### config.mk
export PLATFORM = sky130hd
export DESIGN_NAME = lsu
export DESIGN_NICKNAME = d
export VERILOG_FILES = /design/src/rtl/lsu_pkg.sv /design/src/rtl/lsu_ld_ext.sv /design/src/rtl/lsu.sv
export SDC_FILE = /design/constraint.sdc
export NUM_CORES = 1
export LEC_CHECK = 0
export CORE_UTILIZATION = 38
export CTS_BUF_LIST = sky130_fd_sc_hd__clkbuf_8
export CTS_CLUSTER_SIZE = 40
export DETAILED_ROUTE_END_ITERATION = 6
export GPL_TIMING_DRIVEN = 0
export PLACE_DENSITY_LB_ADDON = 0.25
export SLEW_MARGIN = 20
export SYNTH_ARGS = -nofsm -noshare
export SYNTH_HDL_FRONTEND = slang
export SYNTH_SLANG_ARGS = --single-unit
### constraint.sdc
create_clock -name i_clk -period 4.6 [get_ports i_clk]
set_input_delay 0.92 -clock i_clk [delete_from_list [all_inputs] [get_ports i_clk]]
set_output_delay 0.92 -clock i_clk [all_outputs]
set_load 0.05 [all_outputs]
### src/rtl/lsu_pkg.sv
// Shared constants for the load/store unit: address map, funct3 codes,
// size masks and the region enum used by the decoder.
package lsu_pkg;

    // I/O pages, matched against addr[31:12]
    localparam logic [19:0] PG_LEDR  = 20'h10000;
    localparam logic [19:0] PG_LEDG  = 20'h10001;
    localparam logic [19:0] PG_HEXL  = 20'h10002;
    localparam logic [19:0] PG_HEXH  = 20'h10003;
    localparam logic [19:0] PG_LCD   = 20'h10004;
    localparam logic [19:0] PG_SW    = 20'h10010;
    localparam logic [19:0] PG_BTN   = 20'h10011;

    // RV32I width/sign codes
    localparam logic [2:0] F3_LB  = 3'b000;
    localparam logic [2:0] F3_LH  = 3'b001;
    localparam logic [2:0] F3_LW  = 3'b010;
    localparam logic [2:0] F3_LBU = 3'b100;
    localparam logic [2:0] F3_LHU = 3'b101;

    // Byte-lane masks before any lane shift
    localparam logic [3:0] MASK_B = 4'b0001;
    localparam logic [3:0] MASK_H = 4'b0011;
    localparam logic [3:0] MASK_W = 4'b1111;

    typedef enum logic [3:0] {
        REG_NONE,
        REG_DMEM,
        REG_LEDR,
        REG_LEDG,
        REG_HEXL,
        REG_HEXH,
        REG_LCD,
        REG_SW,
        REG_BTN
    } region_e;

    // Region from the upper 20 address bits; DMEM is the whole low 64 KiB.
    function automatic region_e decode_region(input logic [19:0] page);
        region_e r;
        r = REG_NONE;
        if (page[19:4] == 16'h0000) begin
            r = REG_DMEM;
        end else begin
            case (page)
                PG_LEDR: r = REG_LEDR;
                PG_LEDG: r = REG_LEDG;
                PG_HEXL: r = REG_HEXL;
                PG_HEXH: r = REG_HEXH;
                PG_LCD:  r = REG_LCD;
                PG_SW:   r = REG_SW;
                PG_BTN:  r = REG_BTN;
                default: r = REG_NONE;
            endcase
        end
        return r;
    endfunction

    // Size mask for a funct3 code; zero marks an invalid code.
    function automatic logic [3:0] size_mask(input logic [2:0] f3);
        logic [3:0] m;
        case (f3)
            F3_LB, F3_LBU: m = MASK_B;
            F3_LH, F3_LHU: m = MASK_H;
            F3_LW:         m = MASK_W;
            default:       m = 4'b0000;
        endcase
        return m;
    endfunction

endpackage

### src/rtl/lsu_ld_ext.sv
// Load data alignment: shift the selected word right by the byte lane, then
// sign- or zero-extend to 32 bits according to funct3.
module lsu_ld_ext
    import lsu_pkg::*;
(
    input  logic [31:0] word,
    input  logic [1:0]  lane,
    input  logic [2:0]  funct3,
    output logic [31:0] data
);

    logic [31:0] shifted;

    assign shifted = word >> {lane, 3'b000};

    // Extension per access width and signedness
    always_comb begin
        data = shifted;
        case (funct3)
            F3_LB:   data = {{24{shifted[7]}}, shifted[7:0]};
            F3_LH:   data = {{16{shifted[15]}}, shifted[15:0]};
            F3_LBU:  data = {24'h000000, shifted[7:0]};
            F3_LHU:  data = {16'h0000, shifted[15:0]};
            F3_LW:   data = shifted;
            default: data = shifted;
        endcase
    end

endmodule

### src/rtl/lsu.sv
// Load/store unit: decodes core accesses into data memory or memory-mapped
// I/O, drives the memory port, owns the I/O output registers and input
// synchronisers, and returns extended load data one cycle after the request.
//
// Request/response: i_lsu_wren / i_lsu_rden are single-cycle requests that
// are always accepted (no ready). The response for a request in cycle N is
// a one-cycle pulse in N+1: o_ld_valid for a completed load, o_misalign for
// a rejected access; neither pulses for a completed store. o_ld_data holds
// its value between loads.
module lsu
    import lsu_pkg::*;
(
    input  logic        i_clk,
    input  logic        i_reset,
    input  logic [31:0] i_lsu_addr,
    input  logic [31:0] i_st_data,
    input  logic [2:0]  i_funct3,
    input  logic        i_lsu_wren,
    input  logic        i_lsu_rden,
    output logic [31:0] o_ld_data,
    output logic        o_ld_valid,
    output logic        o_misalign,
    output logic [15:0] o_mem_addr,
    output logic [31:0] o_mem_wdata,
    output logic [3:0]  o_mem_mask,
    output logic        o_mem_wren,
    input  logic [31:0] i_mem_rdata,
    input  logic [31:0] i_io_sw,
    input  logic [3:0]  i_io_btn,
    output logic [31:0] o_io_ledr,
    output logic [31:0] o_io_ledg,
    output logic [55:0] o_io_hex,
    output logic [31:0] o_io_lcd
);

    region_e     region;
    logic [3:0]  mask;
    logic [1:0]  lane;
    logic        is_io;
    logic        f3_bad;
    logic        io_misalign;
    logic        reject;
    logic        io_wr;
    logic [3:0]  io_mask;
    logic [31:0] io_wdata;
    logic        ld_fire;
    logic [31:0] ld_word;
    logic [31:0] ld_ext_data;

    logic [31:0] sw_meta;
    logic [31:0] sw_sync;
    logic [3:0]  btn_meta;
    logic [3:0]  btn_sync;

    assign region = decode_region(i_lsu_addr[31:12]);
    assign mask   = size_mask(i_funct3);
    assign lane   = i_lsu_addr[1:0];
    assign is_io  = (region != REG_DMEM) && (region != REG_NONE);
    assign f3_bad = (mask == 4'b0000);

    // I/O registers are word-wide: halves must stay inside, words aligned.
    // DMEM handles unaligned accesses itself.
    assign io_misalign = is_io && (((mask == MASK_H) && i_lsu_addr[0]) ||
                                   ((mask == MASK_W) && (lane != 2'b00)));
    assign reject = f3_bad || io_misalign;

    // Memory port: data and mask stay lane-0 aligned; memory places them at addr.
    assign o_mem_addr  = i_lsu_addr[15:0];
    assign o_mem_wdata = i_st_data;
    assign o_mem_mask  = mask;
    assign o_mem_wren  = i_lsu_wren && (region == REG_DMEM) && !reject;

    // I/O strobes: shift mask and data up to the addressed lane.
    assign io_wr    = i_lsu_wren && is_io && !reject;
    assign io_mask  = mask << lane;
    assign io_wdata = i_st_data << {lane, 3'b000};

    // A store wins over a simultaneous load.
    assign ld_fire = i_lsu_rden && !i_lsu_wren && !reject;

    // Select the 32-bit word the load reads from
    always_comb begin
        ld_word = 32'h0000_0000;
        case (region)
            REG_DMEM: ld_word = i_mem_rdata;
            REG_LEDR: ld_word = o_io_ledr;
            REG_LEDG: ld_word = o_io_ledg;
            REG_HEXL: ld_word = {1'b0, o_io_hex[27:21], 1'b0, o_io_hex[20:14],
                                 1'b0, o_io_hex[13:7],  1'b0, o_io_hex[6:0]};
            REG_HEXH: ld_word = {1'b0, o_io_hex[55:49], 1'b0, o_io_hex[48:42],
                                 1'b0, o_io_hex[41:35], 1'b0, o_io_hex[34:28]};
            REG_LCD:  ld_word = o_io_lcd;
            REG_SW:   ld_word = sw_sync;
            REG_BTN:  ld_word = {28'h0000000, btn_sync};
            default:  ld_word = 32'h0000_0000;
        endcase
    end

    // Memory returns lane 0 at the address, so only I/O words need shifting.
    lsu_ld_ext u_ld_ext (
        .word   (ld_word),
        .lane   (is_io ? lane : 2'b00),
        .funct3 (i_funct3),
        .data   (ld_ext_data)
    );

    // I/O output registers, byte-lane writes; HEX keeps 7 bits per digit
    always_ff @(posedge i_clk) begin
        if (i_reset) begin
            o_io_ledr <= '0;
            o_io_ledg <= '0;
            o_io_hex  <= '0;
            o_io_lcd  <= '0;
        end else if (io_wr) begin
            for (int b = 0; b < 4; b++) begin
                if (io_mask[b]) begin
                    case (region)
                        REG_LEDR: o_io_ledr[8*b +: 8]     <= io_wdata[8*b +: 8];
                        REG_LEDG: o_io_ledg[8*b +: 8]     <= io_wdata[8*b +: 8];
                        REG_LCD:  o_io_lcd[8*b +: 8]      <= io_wdata[8*b +: 8];
                        REG_HEXL: o_io_hex[7*b +: 7]      <= io_wdata[8*b +: 7];
                        REG_HEXH: o_io_hex[7*(b+4) +: 7]  <= io_wdata[8*b +: 7];
                        default:  ;
                    endcase
                end
            end
        end
    end

    // Two-flop synchronisers for the asynchronous switch and button inputs
    always_ff @(posedge i_clk) begin
        if (i_reset) begin
            sw_meta  <= '0;
            sw_sync  <= '0;
            btn_meta <= '0;
            btn_sync <= '0;
        end else begin
            sw_meta  <= i_io_sw;
            sw_sync  <= sw_meta;
            btn_meta <= i_io_btn;
            btn_sync <= btn_meta;
        end
    end

    // Registered load result and response pulses
    always_ff @(posedge i_clk) begin
        if (i_reset) begin
            o_ld_data  <= '0;
            o_ld_valid <= 1'b0;
            o_misalign <= 1'b0;
        end else begin
            o_ld_valid <= ld_fire;
            o_misalign <= (i_lsu_wren || i_lsu_rden) && reject;
            if (ld_fire) begin
                o_ld_data <= ld_ext_data;
            end
        end
    end

endmodule

Word level (Yosys, flattened, before mapping):

Cells that the tools add are included.

* word-level logic and storage cells: 101
* flip-flop bits (word level): 258
* bits of input ports: 139

* reduce and logical (&&, ||, !) cells: 43
* shift operators: 3
* muxes and demuxes: 6
* equality and inequality tests: 22

Operators by type and width (count)
* $pmux 32 s8: 1
* $eq 20x17->1 const B: 7
* $pmux 32 s4: 1
* $reduce_and 3->1: 20
* $shl 32x5->32: 1
* $shr 32x5->32: 1
* $pmux 4 s7: 1
* $eq 4x3->1 const B: 4
* $logic_not 16->1: 1
* $eq 4x2->1 const B: 3
* $pmux 4 s3: 1
* $logic_and 1x1->1: 11
* $eq 4x4->1 const B: 2
* $eq 3x3->1 const B: 2
* $eq 4x1->1 const B: 1
* $logic_not 4->1: 1
* $mux 4: 1
* $ne 4x1->1 const B: 1
* $reduce_bool 4->1: 1
* $reduce_or 2->1: 2
* $shl 4x2->4: 1
* $eq 3x1->1 const B: 1
* $eq 3x2->1 const B: 1
* $logic_not 3->1: 1
* other kinds (4): 7

Depth between registers and ports, before layout:

Gate-level depths: netlist (run 1).

* word-level depth: 11
* gate-level depth with buffers: 11

By module:

Synthesis (run 1) repeated with hierarchy kept, for this count alone.

* cells, all modules: 1342
* area total of the unflattened synthesis: 12644.6 µm²

Modules (own cells, without submodules)
* lsu: cells each 1235, sequential area each 5165.0 µm², area each 11950.2 µm², instances 1
* lsu_ld_ext: cells each 107, sequential area each 0.0 µm², area each 694.4 µm², instances 1

Least setup slack after synthesis (run 1):

Ideal clock, no wire load.

* kind: input to output
* from: in i_funct3[0]
* to: out o_mem_wren
* data required time: 3.680 ns
* buffers on the path: 1
* arrival: 3.239 ns
* setup slack: 0.441 ns
* stages on the path: 4
* cell sequence: clkbuf_1 -> o21ai_1 -> nand3_1 -> nor2_1

* word-level cells in the longest chain between the ends: 10

Ends and longest elaborated chain
* start: declaration: line lsu.sv:17 `input logic [2:0] i_funct3,`
* $eq 3x1->1, or another cell as far along: line lsu_pkg.sv:62 `case (f3)`
* $reduce_or 2->1: line lsu_pkg.sv:62
* $pmux 4 s3 (*): line lsu_pkg.sv:62
* via o_mem_mask[0]: line lsu.sv:25 `output logic [3:0] o_mem_mask,`
* $eq 4x2->1 or $eq 4x4->1 (tied branches): line lsu.sv:63, lsu.sv:64
* $logic_and 1x1->1 (on tied branches): line lsu.sv:63, lsu.sv:64
* $logic_or 1x1->1: line lsu.sv:63 `assign io_misalign = is_io && (((mask == MASK_H) && i_lsu_addr[0]) ||`
* $logic_and 1x1->1: line lsu.sv:63
* $logic_or 1x1->1 (*): line lsu.sv:65 `assign reject = f3_bad || io_misalign;`
* $logic_not 1->1 (*): line lsu.sv:71 `assign o_mem_wren = i_lsu_wren && (region == REG_DMEM) && !reject;`
* $logic_and 1x1->1 (*): line lsu.sv:71
* end: declaration: line lsu.sv:26 `output logic o_mem_wren,`

The timed path passes the listed nets; every way through them passes the cells marked *.

Final worst setup path (run 1):

* from: in i_lsu_addr[16]
* to: out o_mem_wren

* word-level cells in the longest chain between the ends: 9

Ends and longest elaborated chain
* start: declaration: line lsu.sv:15 `input logic [31:0] i_lsu_addr,`
* $eq 20x17->1: line lsu_pkg.sv:45 `case (page)`
* $pmux 4 s7: line lsu_pkg.sv:45
* $mux 4 (*): line lsu_pkg.sv:42 `if (page[19:4] == 16'h0000) begin`
* $ne 4x1->1 or $reduce_bool 4->1 (tied branches): line lsu.sv:58 `assign is_io = (region != REG_DMEM) && (region != REG_NONE);`
* $logic_and 1x1->1: line lsu.sv:58
* $logic_and 1x1->1: line lsu.sv:63
* $logic_or 1x1->1: line lsu.sv:65
* $logic_not 1->1: line lsu.sv:71
* $logic_and 1x1->1 (*): line lsu.sv:71

Every way passes the cells marked *; elsewhere a longest branch is shown, timed or not.

==> results_tabular.tex, run 1 <==
\begin{tabular}{lr}
\hline
Metric & Value \\
\hline
\multicolumn{2}{l}{\textbf{STA}} \\
Remaining max-slew budget at the tightest pin & 20.83\% \\
Total count of max-transition violations in the final report & 0 \\
Setup clock skew after layout & approximately 0.028 ns \\
Setup slack of the critical path after layout & 0.001139 ns \\
Period Utilization, post-route & between 90 and 100\% \\
Final hold slack & 0.4313 ns \\
Final setup violating endpoints & 0 \\
Time the worst path needs with I/O delays and setup & 4.599 ns \\
Worst Max-Slew Pin Slew & 1.178 ns \\
Hold violation total from the final report & 0 \\
Maximum achievable frequency & 0.2174 GHz \\
\multicolumn{2}{l}{\textbf{Place}} \\
Placed wire-length estimate & 44,780 um \\
Final weighted congestion of routability-driven global placement & 0.9931 \\
Port buffer count & about 360 \\
Cell total after placement & $\sim$2,200 \\
Worst setup slack after placement & -0.6394 ns \\
\multicolumn{2}{l}{\textbf{Clock tree}} \\
Hold bufs inserted after CTS & 0 \\
Clk pin slew, worst setup/hold paths & 0.06 ns \\
Worst-case clock buffer depth & 3 \\
Clock tree from TritonCTS & built \\
Clock insertion delay at the later pin of the skew report & 0.58 ns \\
Sink count of the clock tree & 258 \\
Number of CTS-inserted buffers & 44 \\
H-tree depth reported by CTS & 2 \\
Root buffer cell & sky130\_fd\_sc\_hd\_\_clkbuf\_8 \\
\multicolumn{2}{l}{\textbf{Synth}} \\
Post-synth net total & 1,542 \\
Post-synthesis register bit count & 258 \\
Post-synthesis instance area & 12,100 sq um \\
Number of different library cells in the post-synthesis netlist & 68 \\
Share of the synthesized area in the top cell type & 42.69\% \\
Cell type contributing the most total cell area after synthesis & sky130\_fd\_sc\_hd\_\_dfxtp\_1 \\
Post-synthesis sequential area ratio & 42.69\% \\
Synth area leaders & sky130\_fd\_sc\_hd\_\_dfxtp\_1, sky130\_fd\_sc\_hd\_\_nand2\_1, sky130\_fd\_sc\_hd\_\_nand3b\_1 \\
Number of warnings printed during yosys synthesis & 0 \\
Top flip-flop cell by instance count after synthesis & sky130\_fd\_sc\_hd\_\_dfxtp\_1 \\
Number of flops mapped to enable cells by yosys & 0 \\
Post-synthesis async set-or-reset flop share & 0\% \\
Average cell area after synthesis & 8.623 sq um \\
Gate count of the mapped netlist & 1,403 \\
\multicolumn{2}{l}{\textbf{Die}} \\
Cell Rows & 64 \\
Boundary pin count & 378 \\
Placeable core area & 30,990 sq um \\
Initial core utilization & 39.04\% \\
Die height & 180.4 um \\
Die area & 32,550 sq um \\
Die width & 180.4 um \\
\multicolumn{2}{l}{\textbf{Global routing}} \\
Final global-route overflow total & 0 \\
Number of global-route vias before repair & 12,620 \\
Wire length of the first global-routing pass & around 84,000 um \\
Overall track demand over capacity in global routing & between 30\% and 40\% \\
Number of antenna violations at the first check in global routing & 4 \\
Largest net degree at the start of global routing & 13 \\
\multicolumn{2}{l}{\textbf{Layout}} \\
Share of cells above drive strength 1 & 10.58\% \\
Most frequent cells in the layout & sky130\_fd\_sc\_hd\_\_clkdlybuf4s50\_1, sky130\_fd\_sc\_hd\_\_dfxtp\_1, sky130\_fd\_sc\_hd\_\_nand2\_1 \\
Area added between synthesis and finish & 41.74\% \\
Number of cells in the finished layout apart from fillers & 2,241 \\
Post-Route Utilization & 55.33\% \\
Net count, final & $\sim$2,000 \\
Most frequent standard cell in the layout excluding fill and tap cells & sky130\_fd\_sc\_hd\_\_clkdlybuf4s50\_1 \\
\multicolumn{2}{l}{\textbf{Setup path}} \\
Largest fanout on the critical path & 9 \\
Worst path arrival time & 3.68 ns \\
Register-to-Register Path Depth & 8 \\
Required time at the endpoint of the critical path & 3.68 ns \\
Slowest cell on crit path & sky130\_fd\_sc\_hd\_\_clkdlybuf4s50\_1 \\
Start of the worst register-to-register path & o\_io\_ledg[31]\$\_SDFFE\_PP0P\_ \\
Crit path cell chain & clkdlybuf4s50\_1 > or4\_4 > nor2\_1 > nand2\_1 > nor2\_1 > dlygate4sd2\_1 \\
Slowest Stage Delay on Critical Path & approximately 0.6 ns \\
Worst reg2reg path endpoint & o\_ld\_data[29]\$\_SDFFE\_PP0P\_ \\
Register-to-register path setup slack & 1.88 ns \\
CP Class & in2out \\
Cell seen most often among critical-path stages & sky130\_fd\_sc\_hd\_\_nor2\_1 \\
Type of destination of the critical path & output pin \\
Kind of start point of the critical path & input port \\
\multicolumn{2}{l}{\textbf{Power and ir drop}} \\
Maximum resistive drop on vdd & between 200 and 250 uV \\
Lkg Pwr & roughly 6.1 nW \\
PwrDens & 292.9 nW/um\^{}2 \\
\multicolumn{2}{l}{\textbf{Route}} \\
Post-detailed-route DRC marker count & 20 \\
Routed len/inst & 25.87 um \\
Detail-routed via count per cell & 5.935 \\
Starting DRC count in detailed routing & around 1,700 \\
DR pass1 iterations & 7 \\
DRT antenna net count & 0 \\
Detailed-route via count & approximately 13,000 \\
Detailed Route WL & 57,980 um \\
\multicolumn{2}{l}{\textbf{Run status}} \\
Failing checks & DRC \\
Outcome & complete, but fails checks \\
\multicolumn{2}{l}{\textbf{Hold path}} \\
Hold Path Origin & sw\_meta[10]\$\_SDFF\_PP0\_ \\
Cell count of the worst hold path & 1 \\
Worst min path class & reg2reg \\
Worst Hold Endpoint & sw\_sync[10]\$\_SDFF\_PP0\_ \\
\multicolumn{2}{l}{\textbf{Job}} \\
Max-Cap Viols & 0 \\
\hline
\end{tabular}
[timing repair]
item                                    4_1_cts  5_1_grt
gates resized for setup                       6        2
pin swaps                                     2        1
endpoints found under the setup margin        2        2
buffers inserted                              0        1
[flip-flops by register name, indices dropped and copies added, names as in the netlist]
| register | count |
|---|---|
| o_io_lcd | 32 |
| o_ld_data | 32 |
| btn_sync | 4 |
| o_io_hex | 56 |
| o_io_ledg | 32 |
| o_ld_valid | 1 |
| o_misalign | 1 |
| btn_meta | 4 |
| sw_meta | 32 |
| sw_sync | 32 |
| o_io_ledr | 32 |
[layer usage]
layer | GRT usage, % | up-vias | wire length (um)
met2 | 53.36 | 963 | 25330
met3 | 9.458 | 173 | 6826
met1 | 44.63 | 6311 | 22970
li1 | - | 5851 | -
met4 | 15.97 | 2 | 2838
met5 | 0 | - | 13
[layout make-up]
type / count / area (sq um)
clock inverter: 26 / 170.2
multi-input combinational: 994 / 6172
antenna: 2 / 5.005
tap: 396 / 495.5
timing repair buffer: 365 / 3647
clock buffer: 49 / 674.4
inverter: 5 / 18.77
fill: 2892 / 13840
sequential: 258 / 5165
buffer: 146 / 799.5
[stage by stage]
step / instance area (sq um) / TNS [ns] / total power, mW
after floorplan: 12100 / 0 / 2.690
after global placement: 16230 / -41.10 / 2.997
after detailed placement: 16250 / -21.39 / 3.001
after CTS: 17120 / 0 / 5.014
after global routing: 17150 / -0.02351 / 5.164
final: 17150 / 0 / 5.023
[synth_stat cells (4+ instances only)]
library cell                  n
sky130_fd_sc_hd__a211oi_1    24
sky130_fd_sc_hd__a211oi_2     5
sky130_fd_sc_hd__a21o_1       4
sky130_fd_sc_hd__a21oi_1     92
sky130_fd_sc_hd__a221o_1      6
sky130_fd_sc_hd__a222oi_1    26
sky130_fd_sc_hd__a22o_1       8
sky130_fd_sc_hd__a22oi_1     28
sky130_fd_sc_hd__a31oi_1      5
sky130_fd_sc_hd__a32oi_1      6
sky130_fd_sc_hd__and2_1      19
sky130_fd_sc_hd__and3_1      12
sky130_fd_sc_hd__and4_1       8
sky130_fd_sc_hd__buf_1        4
sky130_fd_sc_hd__buf_2       23
sky130_fd_sc_hd__buf_4       51
sky130_fd_sc_hd__buf_6        4
sky130_fd_sc_hd__clkbuf_1    64
sky130_fd_sc_hd__dfxtp_1    258
sky130_fd_sc_hd__inv_1        5
sky130_fd_sc_hd__mux2_2      23
sky130_fd_sc_hd__mux2i_1     42
sky130_fd_sc_hd__nand2_1    191
sky130_fd_sc_hd__nand2b_1     6
sky130_fd_sc_hd__nand3_1     27
sky130_fd_sc_hd__nand3b_1    78
sky130_fd_sc_hd__nand4_1      9
sky130_fd_sc_hd__nor2_1      81
sky130_fd_sc_hd__nor2b_1     82
sky130_fd_sc_hd__nor3_1      34
sky130_fd_sc_hd__nor3b_1      5
sky130_fd_sc_hd__nor4_1      10
sky130_fd_sc_hd__o2111ai_1    7
sky130_fd_sc_hd__o211a_1      6
sky130_fd_sc_hd__o211ai_1     6
sky130_fd_sc_hd__o21ai_0     84
sky130_fd_sc_hd__o22ai_1      4
sky130_fd_sc_hd__or2_2        8
[cells by family (layout without fill, tap and decap cells)]
kind of cell	count (synthesis)	after routing	synth area share, %
buf+inv	151	591	6.754
compound gates	335	335	18.77
other cells	0	2	0
simple gates	594	594	26.17
flops	258	258	42.69
mux	65	65	5.616
[worst max-delay path by stage]
| stage | slack (ns) | start | depth (start not counted) | end |
|---|---|---|---|---|
| 5_1_grt | -0.02 | i_lsu_addr[16] | 6 | o_mem_wren |
| 3_5_place_dp | -0.64 | i_lsu_addr[13] | 7 | o_mem_wren |
| 3_3_place_gp | -0.95 | i_lsu_addr[16] | 9 | o_ld_data[2]$_SDFFE_PP0P_ |
| 2_1_floorplan | 0.44 | i_funct3[0] | 4 | o_mem_wren |
| 4_1_cts | 0.03 | i_lsu_addr[16] | 8 | o_mem_wren |
| 6_report | 0.001 | i_lsu_addr[16] | 6 | o_mem_wren |
[critical path: cells and delay by family]
kind | cells | cell delay, ns
and+or+nand+nor | 4 | 1.57
buffers and inverters | 2 | 1.18
[report_power, final]
part           total, mW  switching, mW  leakage [nW]  internal [mW]
clock network       2.05          0.965         0.499           1.09
registers           2.30         0.0200          2.10           2.28
logic              0.670          0.405          3.47          0.265
Note: power is estimated with default switching activity, not from simulation.
==> run 2, diff against run 1 <==
Settings changed: CTS_CLUSTER_SIZE 40 to default.
==> run 2 against run 1 <==
Compared with the run above:
- the run still ends with DRC left
- sequential share of layout area barely moved
- critical path depth rose by 4
- clock-buffer cell count did not move
- critical endpoint is now o_ld_data[4]$_SDFFE_PP0P_
- highest routed layer unchanged
==> results_tabular.tex, run 2 (same netlist as run 1, synthesis figures left out) <==
\begin{tabular}{lr}
\hline
Metric & Value \\
\hline
\multicolumn{2}{l}{\textbf{Global routing}} \\
Number of global-route vias before repair & 12,580 \\
Final global-route overflow total & 0 \\
Overall track demand over capacity in global routing & 34.56\% \\
Wire length of the first global-routing pass & 83,650 um \\
Number of antenna violations at the first check in global routing & 3 \\
Largest net degree at the start of global routing & 13 \\
\multicolumn{2}{l}{\textbf{Clock tree}} \\
Clock tree from TritonCTS & built \\
Clk pin slew, worst setup/hold paths & 0.06 ns \\
Hold bufs inserted after CTS & 0 \\
Worst-case clock buffer depth & 3 \\
Sink count of the clock tree & 258 \\
H-tree depth reported by CTS & 2 \\
Number of CTS-inserted buffers & 44 \\
Root buffer cell & sky130\_fd\_sc\_hd\_\_clkbuf\_8 \\
Clock insertion delay at the later pin of the skew report & 0.58 ns \\
\multicolumn{2}{l}{\textbf{Setup path}} \\
Register-to-register path setup slack & 1.89 ns \\
Start of the worst register-to-register path & o\_io\_ledg[31]\$\_SDFFE\_PP0P\_ \\
Worst reg2reg path endpoint & o\_ld\_data[29]\$\_SDFFE\_PP0P\_ \\
Largest fanout on the critical path & 10 \\
Slowest Stage Delay on Critical Path & 0.69 ns \\
Crit path cell chain & clkdlybuf4s50\_1 > nor4\_1 > nand4\_1 > buf\_2 > nor3\_2 > buf\_2 > a222oi\_1 > a21oi\_1 > nor3\_1 > nor4\_1 \\
Slowest cell on crit path & sky130\_fd\_sc\_hd\_\_nor4\_1 \\
Worst path arrival time & between 5 and 6 ns \\
Register-to-Register Path Depth & 8 \\
Start point of the critical path & i\_lsu\_addr[25] \\
CP Class & in2reg \\
Required time at the endpoint of the critical path & 5.06 ns \\
Kind of start point of the critical path & input port \\
Type of destination of the critical path & register \\
\multicolumn{2}{l}{\textbf{STA}} \\
Hold violation total from the final report & 0 \\
Time the worst path needs with I/O delays and setup & about 4.5 ns \\
Maximum achievable frequency & 0.2198 GHz \\
Setup clock skew after layout & around 0.028 ns \\
Total count of max-transition violations in the final report & 0 \\
Worst Max-Slew Pin Slew & 1.137 ns \\
Final setup violating endpoints & 0 \\
Period Utilization, post-route & 98.90\% \\
Remaining max-slew budget at the tightest pin & 24.22\% \\
\multicolumn{2}{l}{\textbf{Die}} \\
Die area & 32,550 sq um \\
Boundary pin count & 378 \\
Die width & 180.4 um \\
Cell Rows & 64 \\
Placeable core area & 30,990 sq um \\
Die height & 180.4 um \\
Initial core utilization & 39.04\% \\
\multicolumn{2}{l}{\textbf{Route}} \\
Max Used Layer & met5 \\
Starting DRC count in detailed routing & 1,691 \\
Met3 routed wirelength & 6477 um \\
Post-Route M1 WL & about 23,000 um \\
Detail-routed via count per cell & 5.923 \\
DR pass1 iterations & 7 \\
Post-detailed-route DRC marker count & 15 \\
Length of routed met2 wiring & between 20,000 and 30,000 um \\
Detailed-route via count & $\sim$13,000 \\
DRT antenna net count & 0 \\
Detailed Route WL & 57,980 um \\
Routed len/inst & 25.87 um \\
\multicolumn{2}{l}{\textbf{Power and ir drop}} \\
Power share of the sequential group & 45.7\% \\
Lkg Pwr & 6.069 nW \\
Net switching power figure & between 1 and 1.5 mW \\
PwrDens & 293.0 nW/um\^{}2 \\
Overall power of the completed layout & 5.025 mW \\
Clock power frac & between 40 and 50\% \\
Part of the total power dissipated in combinational logic & 13.3\% \\
Proportion of total power due to net switching & 27.71\% \\
Maximum resistive drop on vdd & 202.2 uV \\
Internal power & $\sim$3.6 mW \\
\multicolumn{2}{l}{\textbf{Layout}} \\
Share of cells above drive strength 1 & between 10\% and 20\% \\
Most frequent standard cell in the layout excluding fill and tap cells & sky130\_fd\_sc\_hd\_\_clkdlybuf4s50\_1 \\
Number of flip-flops under the largest register name & between 50 and 60 \\
Area added between synthesis and finish & 41.76\% \\
Post-Route Utilization & 55.34\% \\
Biggest register & o\_io\_hex \\
Final instance area & 17,150 sq um \\
Net count, final & 1,953 \\
Most frequent cells in the layout & sky130\_fd\_sc\_hd\_\_clkdlybuf4s50\_1, sky130\_fd\_sc\_hd\_\_dfxtp\_1, sky130\_fd\_sc\_hd\_\_nand2\_1 \\
\multicolumn{2}{l}{\textbf{Place}} \\
Placed wire-length estimate & 44,780 um \\
Post-place instance area & approximately 16,000 sq um \\
Port buffer count & 363 \\
Final weighted congestion of routability-driven global placement & roughly 0.99 \\
\multicolumn{2}{l}{\textbf{Job}} \\
Max-Cap Viols & 0 \\
\multicolumn{2}{l}{\textbf{Hold path}} \\
Hold Path Origin & sw\_meta[10]\$\_SDFF\_PP0\_ \\
Worst min path class & reg2reg \\
Worst Hold Endpoint & sw\_sync[10]\$\_SDFF\_PP0\_ \\
Cell count of the worst hold path & 1 \\
\multicolumn{2}{l}{\textbf{Run status}} \\
Outcome & complete, but fails checks \\
Failing checks & DRC \\
\hline
\end{tabular}
-- run 2: cell count changes in the layout (fill, tap and decap cells not counted) --
| cell | delta |
|---|---|
| sky130_fd_sc_hd__nor2_1 | -1 |
| sky130_fd_sc_hd__nor2_2 | +1 |
-- run 2: worst max-delay path: cells and delay by family --
family	cells	cell delay (ns)
buffers and inverters	3	1.26
AOI/OAI and AO/OA	2	0.63
and+or+nand+nor	5	2.19
-- run 2: final cells by class --
class                   count  area [sq um]
multi-input cells         994          6175
clock inverters            26         170.2
flip-flops and latches    258          5165
clock buffers              49         674.4
diodes                      2         5.005
plain buffers             146         799.5
fillers                  2886         13840
repair buffers            365          3647
inverters                   5         18.77
well taps                 396         495.5
-- run 2: through the flow --
| stage | std cells | hold WS [ns] | TNS [ns] | setup WS [ns] |
|---|---|---|---|---|
| 6_report | 2241 | 0.4311 | 0 | 0.05044 |
| 5_1_grt | 2240 | 0.4472 | -0.006708 | -0.006708 |
| 4_1_cts | 2238 | 0.4357 | 0 | 0.02897 |
| 3_5_place_dp | 2163 | 0.4220 | -21.39 | -0.6394 |
| 3_3_place_gp | 2162 | 0.4155 | -41.10 | -0.9529 |
| 2_1_floorplan | 1403 | 0.4138 | 0 | 0.4415 |
-- run 2: power by group through the flow --
stage          logic, mW  registers, mW  clock network, mW
3_3_place_gp       0.651           2.35                  0
4_1_cts            0.659           2.30               2.05
3_5_place_dp       0.655           2.35                  0
5_1_grt            0.693           2.30               2.17
2_1_floorplan      0.304           2.39                  0
6_report           0.671           2.30               2.06
-- run 2: worst max-delay path by stage --
stage / to / slack [ns]
5_1_grt: o_ld_data[11]$_SDFFE_PP0P_ / -0.007
6_report: o_ld_data[4]$_SDFFE_PP0P_ / 0.05
2_1_floorplan: o_mem_wren / 0.44
4_1_cts: o_mem_wren / 0.03
3_3_place_gp: o_ld_data[2]$_SDFFE_PP0P_ / -0.95
3_5_place_dp: o_mem_wren / -0.64
-- run 2: layer usage --
layer	vias up	global-route usage (%)
li1	5847	-
met3	178	9.095
met5	-	0
met2	913	52.90
met4	2	16.68
met1	6334	45.05
-- run 2: timing repair --
| item | 4_1_cts | 5_1_grt |
|---|---|---|
| endpoints found under the setup margin | 2 | 2 |
| pin swaps | 2 | 1 |
| resized for setup | 6 | 3 |
| buffers inserted | 0 | 1 |
